**src/rtl/slink_prbs_pkg.sv**
```systemverilog
// Shared types and the byte-wide PRBS9 (x^9+x^5+1) advance used by the
// slink_prbs_seq training-pattern sequencer and its RX checker.
package slink_prbs_pkg;

  typedef enum logic [1:0] {
    IDLE = 2'd0,
    RUN  = 2'd1,
    DONE = 2'd2
  } state_t;

  // Substitute for an all-zero seed, which would lock the LFSR.
  localparam logic [8:0] PRBS9_ZERO_SUB = 9'h1FF;

  // Eight serial steps of x^9+x^5+1 collapsed into one byte advance.
  function automatic logic [8:0] prbs9_step(input logic [8:0] p);
    logic [8:0] n;
    n[8] = p[0];
    n[7] = p[8] ^ p[4];
    n[6] = p[7] ^ p[3];
    n[5] = p[6] ^ p[2];
    n[4] = p[5] ^ p[1];
    n[3] = p[4] ^ p[0];
    n[2] = p[3] ^ p[8] ^ p[4];
    n[1] = p[2] ^ p[7] ^ p[3];
    n[0] = p[1] ^ p[6] ^ p[2];
    return n;
  endfunction

endpackage

```
**src/rtl/slink_prbs_chk.sv**
```systemverilog
// RX side of slink_prbs_seq: lockstep PRBS9 reference, received-byte count
// and a saturating mismatch counter.
module slink_prbs_chk
  import slink_prbs_pkg::*;
#(
  parameter int LEN_W = 16,
  parameter int ERR_W = 16
) (
  input  logic             clk,
  input  logic             reset_n,
  input  logic             i_load,
  input  logic [8:0]       i_seed,
  input  logic [LEN_W-1:0] i_len,
  input  logic             i_run,
  input  logic             i_rx_valid,
  input  logic [7:0]       i_rx_data,
  output logic             o_rx_done,
  output logic [ERR_W-1:0] o_err_cnt
);

  logic [8:0]       r_rx_lfsr;
  logic [LEN_W-1:0] r_rx_cnt;
  logic [ERR_W-1:0] r_err_cnt;
  logic             w_take;
  logic             w_mismatch;
  logic             w_err_sat;

  // Bytes beyond the configured length are not part of the burst.
  assign w_take     = i_run & i_rx_valid & (r_rx_cnt < i_len);
  assign w_mismatch = (i_rx_data != r_rx_lfsr[7:0]);
  assign w_err_sat  = (r_err_cnt == {ERR_W{1'b1}});

  always_ff @(posedge clk or negedge reset_n) begin
    if (!reset_n) begin
      r_rx_lfsr <= 9'h000;
      r_rx_cnt  <= '0;
      r_err_cnt <= '0;
    end else if (i_load) begin
      r_rx_lfsr <= i_seed;
      r_rx_cnt  <= '0;
      r_err_cnt <= '0;
    end else if (w_take) begin
      r_rx_lfsr <= prbs9_step(r_rx_lfsr);
      r_rx_cnt  <= r_rx_cnt + 1'b1;
      if (w_mismatch && !w_err_sat) begin
        r_err_cnt <= r_err_cnt + 1'b1;
      end
    end
  end

  assign o_rx_done = (r_rx_cnt == i_len);
  assign o_err_cnt = r_err_cnt;

endmodule

```
**src/rtl/slink_prbs_seq.sv**
```systemverilog
// PRBS9 training-pattern sequencer: TX generator over valid/ready plus RX
// checker. Optional one-shot TX bit-0 corruption under SLINK_PRBS_ERR_INJECT_EN.
module slink_prbs_seq
  import slink_prbs_pkg::*;
#(
  parameter int LEN_W = 16,
  parameter int ERR_W = 16
) (
  input  logic             clk,
  input  logic             reset_n,
  input  logic             start,
  input  logic             abort,
`ifdef SLINK_PRBS_ERR_INJECT_EN
  input  logic             inject,
`endif
  input  logic [8:0]       cfg_seed,
  input  logic [LEN_W-1:0] cfg_len,
  output logic [7:0]       tx_data,
  output logic             tx_valid,
  input  logic             tx_ready,
  input  logic [7:0]       rx_data,
  input  logic             rx_valid,
  output logic             busy,
  output logic             done,
  output logic             pass,
  output logic [ERR_W-1:0] err_cnt,
  output logic [1:0]       dbg_state
);

  // Handshake: a TX byte transfers on a clock edge where tx_valid & tx_ready;
  // while tx_valid is high and tx_ready low, tx_data holds. RX has no
  // backpressure: every rx_valid cycle delivers one byte.

  state_t           r_state;
  state_t           w_next_state;
  logic [8:0]       r_tx_lfsr;
  logic [LEN_W-1:0] r_tx_cnt;
  logic [LEN_W-1:0] r_len;
  logic             w_start_ok;
  logic             w_tx_hs;
  logic             w_tx_done;
  logic             w_rx_done;
  logic [8:0]       w_seed;
  logic             w_inj_bit;

  assign w_seed     = (cfg_seed == 9'h000) ? PRBS9_ZERO_SUB : cfg_seed;
  assign w_start_ok = start & ~abort & ((r_state == IDLE) | (r_state == DONE));
  assign w_tx_hs    = tx_valid & tx_ready;
  assign w_tx_done  = (r_tx_cnt == r_len);

  always_ff @(posedge clk or negedge reset_n) begin
    if (!reset_n) r_state <= IDLE;
    else          r_state <= w_next_state;
  end

  always_comb begin
    w_next_state = r_state;
    if (abort) begin
      w_next_state = IDLE;
    end else begin
      case (r_state)
        IDLE, DONE: if (start) w_next_state = (cfg_len == '0) ? DONE : RUN;
        RUN:        if (w_tx_done && w_rx_done) w_next_state = DONE;
        default:    w_next_state = IDLE;
      endcase
    end
  end

  always_comb begin
    tx_valid  = (r_state == RUN) & (r_tx_cnt < r_len);
    tx_data   = r_tx_lfsr[7:0] ^ {7'b0, w_inj_bit};
    busy      = (r_state == RUN);
    done      = (r_state == DONE);
    pass      = done & (err_cnt == '0);
    dbg_state = r_state;
  end

  always_ff @(posedge clk or negedge reset_n) begin
    if (!reset_n) begin
      r_tx_lfsr <= 9'h000;
      r_tx_cnt  <= '0;
      r_len     <= '0;
    end else if (w_start_ok) begin
      r_tx_lfsr <= w_seed;
      r_tx_cnt  <= '0;
      r_len     <= cfg_len;
    end else if (w_tx_hs) begin
      r_tx_lfsr <= prbs9_step(r_tx_lfsr);
      r_tx_cnt  <= r_tx_cnt + 1'b1;
    end
  end

`ifdef SLINK_PRBS_ERR_INJECT_EN
  logic r_inj_arm;

  // A fresh pulse re-arms for the following byte even if it coincides with
  // the handshake that consumes the current arm.
  always_ff @(posedge clk or negedge reset_n) begin
    if (!reset_n)     r_inj_arm <= 1'b0;
    else if (abort)   r_inj_arm <= 1'b0;
    else if (inject)  r_inj_arm <= 1'b1;
    else if (w_tx_hs) r_inj_arm <= 1'b0;
  end

  assign w_inj_bit = r_inj_arm;
`else
  assign w_inj_bit = 1'b0;
`endif

  slink_prbs_chk #(
    .LEN_W (LEN_W),
    .ERR_W (ERR_W)
  ) u_chk (
    .clk        (clk),
    .reset_n    (reset_n),
    .i_load     (w_start_ok),
    .i_seed     (w_seed),
    .i_len      (r_len),
    .i_run      (r_state == RUN),
    .i_rx_valid (rx_valid),
    .i_rx_data  (rx_data),
    .o_rx_done  (w_rx_done),
    .o_err_cnt  (err_cnt)
  );

endmodule

```
**config.mk**
```make
export PLATFORM = sky130hd
export DESIGN_NAME = slink_prbs_seq
export DESIGN_NICKNAME = d
export VERILOG_FILES = /design/src/rtl/slink_prbs_pkg.sv /design/src/rtl/slink_prbs_chk.sv /design/src/rtl/slink_prbs_seq.sv
export SDC_FILE = /design/constraint.sdc
export NUM_CORES = 1
export LEC_CHECK = 0
export CAP_MARGIN = 30
export CORE_MARGIN = 2
export CORE_UTILIZATION = 55
export CTS_BUF_LIST = sky130_fd_sc_hd__clkbuf_8 sky130_fd_sc_hd__clkbuf_16
export DETAILED_ROUTE_END_ITERATION = 8
export HOLD_SLACK_MARGIN = 0.15
export PLACE_DENSITY = 0.85
export SETUP_SLACK_MARGIN = 0.4
export SLEW_MARGIN = 20
export SYNTH_ARGS = -nofsm -noshare
export SYNTH_HDL_FRONTEND = slang
export SYNTH_HIERARCHICAL = 1
export SYNTH_SLANG_ARGS = --single-unit
```
**constraint.sdc**
```tcl
create_clock -name clk -period 6.4 [get_ports clk]
set_input_delay 0.64 -clock clk [delete_from_list [all_inputs] [get_ports clk]]
set_output_delay 0.64 -clock clk [all_outputs]
set_load 0.05 [all_outputs]
```
# [Yosys cells after proc, flatten, opt, wreduce, memory -nomap -nowiden]
# Cells that the tools add are included.
[word_totals] word_cells=81 output_inout_bits=30 regBits=84 inputBits=39
[op_classes] order_cmp=2 n_bitwise=31 n_reduce_logical=13 eq_ne=8 n_addsub=3 muxes=17
[op_table] cell="16-bit 2-to-1 mux" count=7
[op_table] cell="16-bit by 1-bit adder with 16-bit output, second input constant" count=3
[op_table] cell="9-bit 2-to-1 mux" count=5
[op_table] cell="16-bit == test" count=2
[op_table] cell="16-bit zero test" count=2
[op_table] cell="16-bit < comparator" count=2
[op_table] cell="1-bit XOR" count=22
[op_table] cell="16-bit == test, second input constant" count=1
[op_table] cell="9-bit zero test" count=1
[op_table] cell="2-bit 2-to-1 mux" count=4
[op_table] cell="8-bit != test" count=1
[op_table] cell="1-bit bitwise AND" count=7
[op_table] cell="3-bit != test, second input constant" count=2
[op_table] cell="2-bit nonzero test" count=3
[op_table] cell="2-bit case mux with 2 select lines" count=1
[op_table] cell="2-bit AND reduction" count=2
[op_table] cell="2-bit by 1-bit == test with 1-bit output, second input constant" count=1
[op_table] cell="2-bit == test, second input constant" count=1
[op_table] cell="1-bit logical AND" count=2
[op_table] cell="2-bit zero test" count=1
[op_table] cell="2-bit OR reduction" count=1
[op_table] cell="1-bit zero test" count=1
[op_table] cell="1-bit inverter" count=1
[op_table] cell="1-bit OR" count=1

# [Longest topological paths before layout]
# Gate-level depths: netlist of the first run.
[depth] depth_word=6 depth_mapped=10 ltp_nobuf=8

# [Cells and area by module]
# The synthesis of the first run kept the hierarchy.
[by_module_without_submodules] module="slink_prbs_chk" n_inst=1 area_per_inst_um2=2766.4 seq_area_each_um2=1026.0 cells_each=305
[by_module_without_submodules] module="slink_prbs_seq" n_inst=1 area_per_inst_um2=2645.0 seq_area_each_um2=1076.0 cells_each=305

# [Worst setup path after synthesis of the first run]
# OpenSTA, ideal clock, no wires.
[synth_path] path_type="register to output" start="reg r_tx_cnt[1]" end="out tx_valid" required_time_ps=5760 path_slack_ps=3379 path_stages_with_launch=7 arrival_ps=2381 cell_sequence="dfrtp_1 -> ha_1 -> nor2b_1 -> o211a_1 -> o21ai_2 -> nand2_1 -> nor3_1"
[synth_between] elab_chain_len=2
[synth_lines] element="from (decl)" line="slink_prbs_seq.sv:37" source="logic [LEN_W-1:0] r_tx_cnt;"
[synth_lines] element="from (signal assigned)" line="slink_prbs_seq.sv:89" source="r_tx_cnt <= r_tx_cnt + 1'b1;"
[synth_lines] element="16-bit < comparator" line="slink_prbs_seq.sv:70" source="tx_valid = (r_state == RUN) & (r_tx_cnt < r_len);"
[synth_lines] element="1-bit bitwise AND" line="slink_prbs_seq.sv:70"
[synth_lines] element="to (decl)" line="slink_prbs_seq.sv:19" source="output logic tx_valid,"
# Every way passes these cells.

# [Final worst setup path of the first run]
# Same ends and word-level chain as after synthesis.

==> flow_summary.json, run 1 <==
{
  "grt-ovfl-total": 0,
  "grtUsageTotal_pct": 25.8,
  "yosys.area_share.simple_pct": 23.1,
  "critPathCaptureType": "output pin",
  "grt_pass1_wl_um": 21500,
  "wl_met2_um": 6450,
  "wl_per_cell_um": 16.6,
  "dr.pass1.iters": 5,
  "insertion_delay_ps": 360,
  "finClkSkew_ps": 13.0,
  "top_layer_used": "met4",
  "drc": 0,
  "antenna_found_initial": 0,
  "dp_cells": 778,
  "yosysSeqAreaShare_pct": 38.8,
  "cts_buffers": 9,
  "rows": 36,
  "routabilityCongestion": 0.925,
  "cts_setup_buffers": 0,
  "postSynthAreaPerCell_sq_um": 8.87,
  "synth-async-reset-ratio_pct": 100,
  "leakage_nw": 2.81,
  "synth_edf_count": 0,
  "dpl.hpwl_um": 9510,
  "period_needed_ps": 3580,
  "p_per_area_mw_per_mm2": 272,
  "hp-class": "in -> async",
  "cts_resized": 0,
  "syn_nets": 684,
  "final_antenna_net_count": 0,
  "io_buffers": 68,
  "fin_util_pct": 65.5,
  "slew_headroom_pct": 44.7,
  "drive_gt1_share_pct": 6.21,
  "rsz0062_at_grt": "false",
  "initialDrtViolationCount": 260,
  "met3_length_um": 580,
  "drv_cap": 0,
  "synthMuxAreaShare_pct": 3.08,
  "die_w_um": 103,
  "whs_ps": 242,
  "n_antenna_cell": 0,
  "final_nets": 730,
  "synth_top_family_by_area": "simple AND/OR/NAND/NOR gates",
  "routed_wl_um": 13200,
  "drt-met1-wl_um": 5600,
  "clkSlewWorstSetupHoldPaths_ps": 80,
  "die_area_sq_mm": 0.0106,
  "synthXorXnorAreaFrac_pct": 4.05,
  "ctsHtreeMaxLevel": 3,
  "tightestPinTransition_ps": 828,
  "holdBufCountCts": 0,
  "synth-compound-area-share_pct": 16.0,
  "critical_path_class": "reg -> out",
  "required_ps": 5760,
  "synthesis.instances": 610,
  "drv_slew": 0,
  "crit_arrival_ps": 2940,
  "fmax_mhz": 280,
  "cts_sinks": 84,
  "status": "completed",
  "io_pins": 69,
  "instances_no_fill": 793,
  "setup_viol": 0,
  "grt_max_degree": 69,
  "synth.distinct_cells": 52,
  "first_global_vias": 4652,
  "yosys.area_share.adder_pct": 8.09,
  "areaGrowthSynthToFinish_pct": 16.7,
  "path_max_fanout": 4,
  "clock-root-buffer": "clkbuf_8",
  "start_util_pct": 56.1,
  "viasPerCell": 6.09,
  "finalHoldViolCount": 0,
  "cp-start-kind": "flop",
  "cts_tree": "done",
  "fin_setup_tns_ps": 0,
  "finalCritPeriodShare_pct": 55.9,
  "synth_warnings": 6,
  "num_vias": 4832,
  "synth_seq_cells": 84,
  "fp.dieH_um": 103,
  "coreArea_sq_mm": 0.00964,
  "syn_area_sq_mm": 0.00541,
  "clockBufferDepth": 2,
  "ys.flop_type": "dfrtp_1",
  "vdd_drop_max_mv": 0.213
}
## worst max-delay path, stage by stage (launching register included)
cell             delay [ps]
dfrtp_1                 420
ha_1                    310
nor2b_1                 130
o211a_1                 220
o21ai_2                 260
nand2_1                  90
nor3_1                  260
clkdlybuf4s50_1         890
## cell families (layout without fill, tap and decap cells)
| kind of cell | after synthesis | count (layout) |
|---|---|---|
| simple gates | 231 | 231 |
| compound gates | 143 | 143 |
| flops | 84 | 84 |
| buf+inv | 77 | 127 |
| fa+ha+maj | 35 | 35 |
| xor+xnor | 25 | 25 |
| mux | 15 | 15 |
## path summary, 6_finish.rpt
check / to / startpoint / depth (start not counted) / slack (ps)
setup / recovery: tx_valid / r_tx_cnt[1] / 7 / 2820
hold / removal: u_chk/r_rx_cnt[15] / reset_n / 1 / 240
setup reg to reg: u_chk/r_rx_lfsr[1] / u_chk/r_rx_cnt[15] / 8 / 3290
hold reg to reg: r_len[0] / r_len[0] / 2 / 550
max in group asynchronous: r_tx_cnt[1] / reset_n / 2 / 5550
min in group clk: r_len[0] / r_len[0] / 2 / 550
## cell usage in the layout, fill, tap and decap left out, drive strengths merged, types with 9 or more instances in the layout
cell type	netlist	routed
o21ai	42	42
dfrtp	84	84
and3	11	11
or4	26	26
nand3	24	24
clkbuf	13	9
clkdlybuf4s50	0	67
xor2	22	22
ha	35	35
nor3	13	13
nand2	69	69
inv	41	42
nor2	27	27
nand4	12	12
or2	9	9
nor4	15	15
o31ai	25	25
a21oi	52	52
## synth_stat cells, types with 14 or more instances
master / instances / share of area (%)
or4_1: 26 / 3.6
o21ai_0: 36 / 3.3
inv_1: 41 / 2.8
xor2_1: 22 / 3.6
nor4_1: 14 / 1.6
nor2_1: 27 / 1.9
ha_1: 35 / 8.1
o31ai_1: 25 / 3.5
a21oi_1: 52 / 4.8
nand3_1: 23 / 2.1
dfrtp_1: 84 / 39
nand2_1: 69 / 4.8
## layer usage
metal	vias to the layer above	track usage, %
li1	2300	-
met1	2345	33.1
met2	143	43.2
met3	44	3.70
met4	0	12.0
met5	-	0
## sequential cells by signal, summed over array words and instances (netlist names)
| register | flops |
|---|---|
| dbg_state | 2 |
| r_len | 16 |
| r_tx_cnt | 16 |
| r_tx_lfsr | 9 |
| u_chk/o_err_cnt | 16 |
| u_chk/r_rx_cnt | 16 |
| u_chk/r_rx_lfsr | 9 |
## final cells by class
type | instances | area [sq um]
fill | 808 | 3320
sequential | 84 | 2100
multi-input combinational | 449 | 2940
timing repair buffer | 71 | 721
tap | 133 | 166
clock inverter | 6 | 113
clock buffer | 9 | 124
inverter | 41 | 154
## where the power goes
group / switching, mW / internal, mW / leakage [nW] / total [mW]
Combinational: 0.332 / 0.227 / 1.59 / 0.559
Sequential: 0.0961 / 0.610 / 1.10 / 0.706
Clock: 0.197 / 0.259 / 0.120 / 0.455
Total: 0.625 / 1.09 / 2.81 / 1.72
## stage by stage
stage          cell area [sq um]  power, mW  setup slack (ps)
6_report                    6320       1.72              2820
2_1_floorplan               5410       1.11              3380
3_3_place_gp                6050       1.23              3190
3_5_place_dp                6080       1.26              3110
5_1_grt                     6320       1.81              2780
4_1_cts                     6320       1.72              2790
(Power assumes the default switching activity.)
==> run 2, diff against run 1 <==
--- a/config.mk
+++ b/config.mk
@@ -7,11 +7,11 @@
 export LEC_CHECK = 0
 export CAP_MARGIN = 30
 export CORE_MARGIN = 2
-export CORE_UTILIZATION = 55
+export CORE_UTILIZATION = 51
 export CTS_BUF_LIST = sky130_fd_sc_hd__clkbuf_8 sky130_fd_sc_hd__clkbuf_16
 export DETAILED_ROUTE_END_ITERATION = 8
 export HOLD_SLACK_MARGIN = 0.15
-export PLACE_DENSITY = 0.85
+export PLACE_DENSITY = 0.83
 export SETUP_SLACK_MARGIN = 0.4
 export SLEW_MARGIN = 20
 export SYNTH_ARGS = -nofsm -noshare
==> constraint.sdc (replaced) <==
create_clock -name clk -period 3.1 [get_ports clk]
set_input_delay 0.31 -clock clk [delete_from_list [all_inputs] [get_ports clk]]
set_output_delay 0.31 -clock clk [all_outputs]
set_load 0.05 [all_outputs]
==> run 2 against run 1 <==
Against the previous run:
- design area grew 1.5%
- combinational power grew 110%
- critical path depth is the same
- die area grew 7.5%
- via count grew 0.60%
- count of clock-buffer cells in the layout grew 2
==> flow_summary.json, run 2 (same netlist as run 1, synthesis figures left out) <==
{
  "final_cell_mix": "84 x dfrtp_1, 68 x nand2_1, 66 x clkdlybuf4s50_1",
  "setup_viol": 0,
  "grt_max_degree": 56,
  "wl_per_cell_um": 16.9,
  "grt_use_met3_pct": 3.89,
  "p_per_area_mw_per_mm2": 519,
  "required_ps": 3340,
  "design_area_sq_mm": 0.00641,
  "routed_wl_um": 13700,
  "tightestPinTransition_ps": 567,
  "crit_arrival_ps": 2850,
  "insertion_delay_ps": 360,
  "die_w_um": 107,
  "fin_util_pct": 62.1,
  "fin_setup_tns_ps": 0,
  "top_usage_layer": "met2",
  "io_buffers": 68,
  "dp_cells": 789,
  "rrSetupSlack_ps": 490,
  "start_util_pct": 52.4,
  "clock-root-buffer": "clkbuf_8",
  "critical_path_class": "reg -> reg",
  "first_global_vias": 4833,
  "slew_headroom_pct": 61.9,
  "grt_pass1_wl_um": 22800,
  "coreArea_sq_mm": 0.0103,
  "final_common_cell": "dfrtp_1",
  "ctsHtreeMaxLevel": 3,
  "drive_gt1_share_pct": 8.48,
  "final_antenna_net_count": 0,
  "drc": 0,
  "cts_tree": "done",
  "met2_usage_pct": 43.4,
  "io_pins": 69,
  "period_needed_ps": 2610,
  "placed_cell_area_sq_mm": 0.00617,
  "n_antenna_cell": 0,
  "rsz0062_at_grt": "true",
  "hp-class": "in -> async",
  "drv_slew": 0,
  "rows": 37,
  "vdd_drop_max_mv": 0.398,
  "fmax_mhz": 383,
  "instances_no_fill": 808,
  "antenna_found_initial": 0,
  "grtUsageTotal_pct": 24.8,
  "viasPerCell": 6.02,
  "met1_usage_pct": 30.8,
  "routabilityCongestion": 0.863,
  "cp-start-kind": "flop",
  "clockBufferDepth": 2,
  "final_nets": 744,
  "fp.dieH_um": 107,
  "finalCritPeriodShare_pct": 84.2,
  "r2r_cells": 7,
  "status": "completed",
  "dr.pass1.iters": 5,
  "finClkSkew_ps": 12.5,
  "path_max_fanout": 8,
  "initialDrtViolationCount": 260,
  "leakage_nw": 2.85,
  "clkSlewWorstSetupHoldPaths_ps": 80,
  "critPathCaptureType": "flop",
  "grt-ovfl-total": 0,
  "num_vias": 4861,
  "cts_buffers": 9,
  "drv_cap": 0,
  "die_area_sq_mm": 0.0115,
  "dpl.hpwl_um": 9830,
  "areaGrowthSynthToFinish_pct": 18.5,
  "finalHoldViolCount": 0,
  "cts_sinks": 84
}
run 2: critical path: stages, from the launching register on:
cell and delay (ps):
dfrtp_1 430, ha_1 320, nand4_1 190, or4_4 590, a21o_1 220, nand3_4 150
mux2_1 340, mux2_2 260
run 2: worst paths after layout:
check | startpoint | endpoint
max reg2reg | u_chk/r_rx_cnt[14] | u_chk/r_rx_lfsr[8]
min in group clk | cfg_len[15] | r_len[15]
max in group asynchronous | reset_n | r_len[3]
min reg2reg | r_tx_cnt[15] | r_tx_cnt[15]
max | u_chk/r_rx_cnt[14] | u_chk/r_rx_lfsr[8]
min | reset_n | u_chk/o_err_cnt[13]
run 2: area by class of cell:
class | instances | area (sq um)
Sequential cell | 84 | 2100
Timing Repair Buffer | 83 | 836
Inverter | 41 | 154
Clock buffer | 11 | 151
Clock inverter | 2 | 12.5
Fill cell | 833 | 3910
Multi-Input combinational cell | 451 | 2990
Tap cell | 136 | 170
run 2: report_power, final:
part / total, mW / switching [mW] / internal [mW]
combinational: 1.18 / 0.692 / 0.486
clock: 0.692 / 0.372 / 0.320
sequential: 1.46 / 0.197 / 1.26
run 2: timing repair:
action                                 4_1_cts  5_1_grt
hold buffers                                 1        0
setup endpoints to repair                   18       30
endpoints found under the hold margin       29        0
pin swaps                                    0        1
gates resized for setup                      1        5
setup buffers                                0        3
gates cloned                                 0        2
run 2: metrics by stage:
step                setup slack [ps]  hold slack [ps]  power, mW
floorplan                        409             14.4       2.29
detailed placement               362              269       2.62
CTS                              441              411       3.33
global route                     378              459       3.53
global placement                 414              515       2.55
finish                           491              420       3.33
run 2: metal layers:
layer | vias to the layer above | part of all wire [%] | routed length [um]
li1 | 2327 | - | -
met1 | 2362 | 42 | 5700
met2 | 143 | 52 | 7130
met3 | 29 | 3.8 | 523
met4 | 0 | 2.5 | 338
met5 | - | 0 | 0
==> run 3, diff against run 2 <==
==> constraint.sdc (replaced) <==
create_clock -name clk -period 2.17 [get_ports clk]
set_input_delay 0.217 -clock clk [delete_from_list [all_inputs] [get_ports clk]]
set_output_delay 0.217 -clock clk [all_outputs]
set_load 0.05 [all_outputs]
==> run 3 against run 2 <==
Against the previous run:
- combinational power grew 97%
- maximum frequency grew 2.4%
- largest cell class unchanged
- largest power group is now combinational cells
- power grew 68%
- the flow now finishes with violations (setup timing)
==> flow_summary.json, run 3 (same netlist as run 1, synthesis figures left out) <==
{
  "status": "finished, violations left",
  "violations": "setup timing",
  "finalHoldViolCount": 0,
  "num-fill-cells": 664,
  "reg2reg_from": "u_chk/r_rx_cnt[11]",
  "viasPerCell": 6.39,
  "start_util_pct": 52.4,
  "hp-class": "in -> async",
  "final_antenna_net_count": 0,
  "cts_buffers": 9,
  "leakage_nw": 3.48,
  "dr.pass1.iters": 5,
  "drive_gt1_share_pct": 30.4,
  "setup_viol": 69,
  "tightestPinTransition_ps": 655,
  "worst_path_largest_cell_delay_ps": 570,
  "insertion_delay_ps": 400,
  "first_global_vias": 5665,
  "num_vias": 5684,
  "placed_cell_area_sq_mm": 0.00674,
  "path_max_fanout": 6,
  "required_ps": 2440,
  "ctsHtreeMaxLevel": 3,
  "setup_ws_ps": -378,
  "rows": 37,
  "period_needed_ps": 2550,
  "r2r_cells": 8,
  "grt_pass1_wl_um": 28600,
  "grtUsageTotal_pct": 32.1,
  "drv_cap": 0,
  "crit_arrival_ps": 2820,
  "die_w_um": 107,
  "grt_max_degree": 50,
  "routed_wl_um": 18700,
  "initialDrtViolationCount": 504,
  "final_nets": 823,
  "grt-ovfl-total": 0,
  "io_buffers": 68,
  "wl_per_cell_um": 21.0,
  "dpl.hpwl_um": 10400,
  "fmax_mhz": 392,
  "vdd_drop_max_mv": 0.492,
  "routabilityCongestion": 0.850,
  "areaGrowthSynthToFinish_pct": 42.0,
  "final_cell_mix": "78 x dfrtp_1, 69 x buf_4, 65 x nand2_1",
  "design_area_sq_mm": 0.00768,
  "r2r-end": "u_chk/r_rx_lfsr[7]",
  "rsz0062_at_grt": "true",
  "cts_tree": "done",
  "cp-start-kind": "flop",
  "coreArea_sq_mm": 0.0103,
  "rrSetupSlack_ps": -380,
  "clock-root-buffer": "clkbuf_8",
  "n_antenna_cell": 0,
  "finClkSkew_ps": 21.4,
  "finalCritPeriodShare_pct": 117,
  "slew_headroom_pct": 56.3,
  "place_ws_ps": -275,
  "clockBufferDepth": 2,
  "critical_path_class": "reg -> reg",
  "drc": 0,
  "cts_sinks": 84,
  "drv_slew": 0,
  "p_per_area_mw_per_mm2": 726,
  "critPathCaptureType": "flop",
  "io_pins": 69,
  "antenna_found_initial": 0,
  "final_common_cell": "dfrtp_1",
  "fp.dieH_um": 107,
  "clkSlewWorstSetupHoldPaths_ps": 90,
  "cpMaxStageDelayCell": "or4_4",
  "die_area_sq_mm": 0.0115,
  "crit_chain": "ha_4 -> nand4_1 -> or4_4 -> a21o_1 -> nand3_4 -> buf_4 -> mux2i_1 -> o21ai_0"
}
## run 3: repair_timing
| action | 4_1_cts | 5_1_grt |
|---|---|---|
| pin swaps | 31 | 23 |
| resized for setup | 115 | 42 |
| buffers inserted | 19 | 2 |
| cloned | 4 | 0 |
| hold endpoints to repair | 47 | 0 |
| setup endpoints to repair | 98 | 70 |
| hold buffers | 1 | 0 |
## run 3: layout make-up
type / count / area [sq um] / share of cell area [%]
Sequential cell: 84 / 2110 / 27.5
Clock inverter: 6 / 56.3 / 0.733
Multi-Input combinational cell: 450 / 3500 / 45.6
Inverter: 41 / 164 / 2.13
Timing Repair Buffer: 163 / 1540 / 20.1
Tap cell: 136 / 170 / 2.21
Clock buffer: 10 / 138 / 1.79
## run 3: critical path, delay by kind of cell (launching register included)
family                     cells  cell delay (ps)
adders and majority gates      1              290
muxes                          1              290
DFF                            1              440
buffers and inverters          1              190
and+or+nand+nor                3              890
AOI/OAI and AO/OA              2              340
## run 3: power breakdown
| part | switching [mW] | total (mW) | leakage, nW | internal [mW] |
|---|---|---|---|---|
| sequential | 0.282 | 2.08 | 1.10 | 1.80 |
| clock | 0.625 | 1.18 | 0.103 | 0.554 |
| combinational | 1.31 | 2.32 | 2.28 | 1.01 |
| total | 2.21 | 5.58 | 3.48 | 3.36 |
## run 3: through the flow
stage / power (mW) / hold WS (ps) / setup TNS, ps / cells / util, %
after floorplan: 3.35 / -78.6 / -4180 / 610 / -
after global placement: 3.88 / 276 / -5810 / 848 / 65.3
after detailed placement: 3.97 / 286 / -11150 / 848 / 65.3
after CTS: 5.29 / 426 / -6400 / 888 / 72.5
after global routing: 5.82 / 456 / -19000 / 890 / 74.4
final: 5.58 / 394 / -14360 / 890 / 74.4
## run 3: layer usage
metal,part of all wire (%),track usage (%),up-vias
met3,6.7,5.17,93
met4,5.2,19.3,0
li1,-,-,2479
met2,50,53.9,306
met5,0,0,-
met1,38,38.7,2806
## run 3: worst max-delay path by stage
stage | startpoint | slack, ps | end
floorplan | u_chk/r_rx_cnt[9] | -210 | u_chk/r_rx_lfsr[1]
global placement | u_chk/r_rx_cnt[10] | -190 | u_chk/r_rx_lfsr[8]
detailed placement | u_chk/r_rx_cnt[10] | -270 | u_chk/r_rx_lfsr[1]
CTS | u_chk/r_rx_cnt[11] | -210 | u_chk/r_rx_lfsr[1]
global route | u_chk/r_rx_cnt[11] | -420 | u_chk/r_rx_lfsr[1]
finish | u_chk/r_rx_cnt[11] | -380 | u_chk/r_rx_lfsr[7]
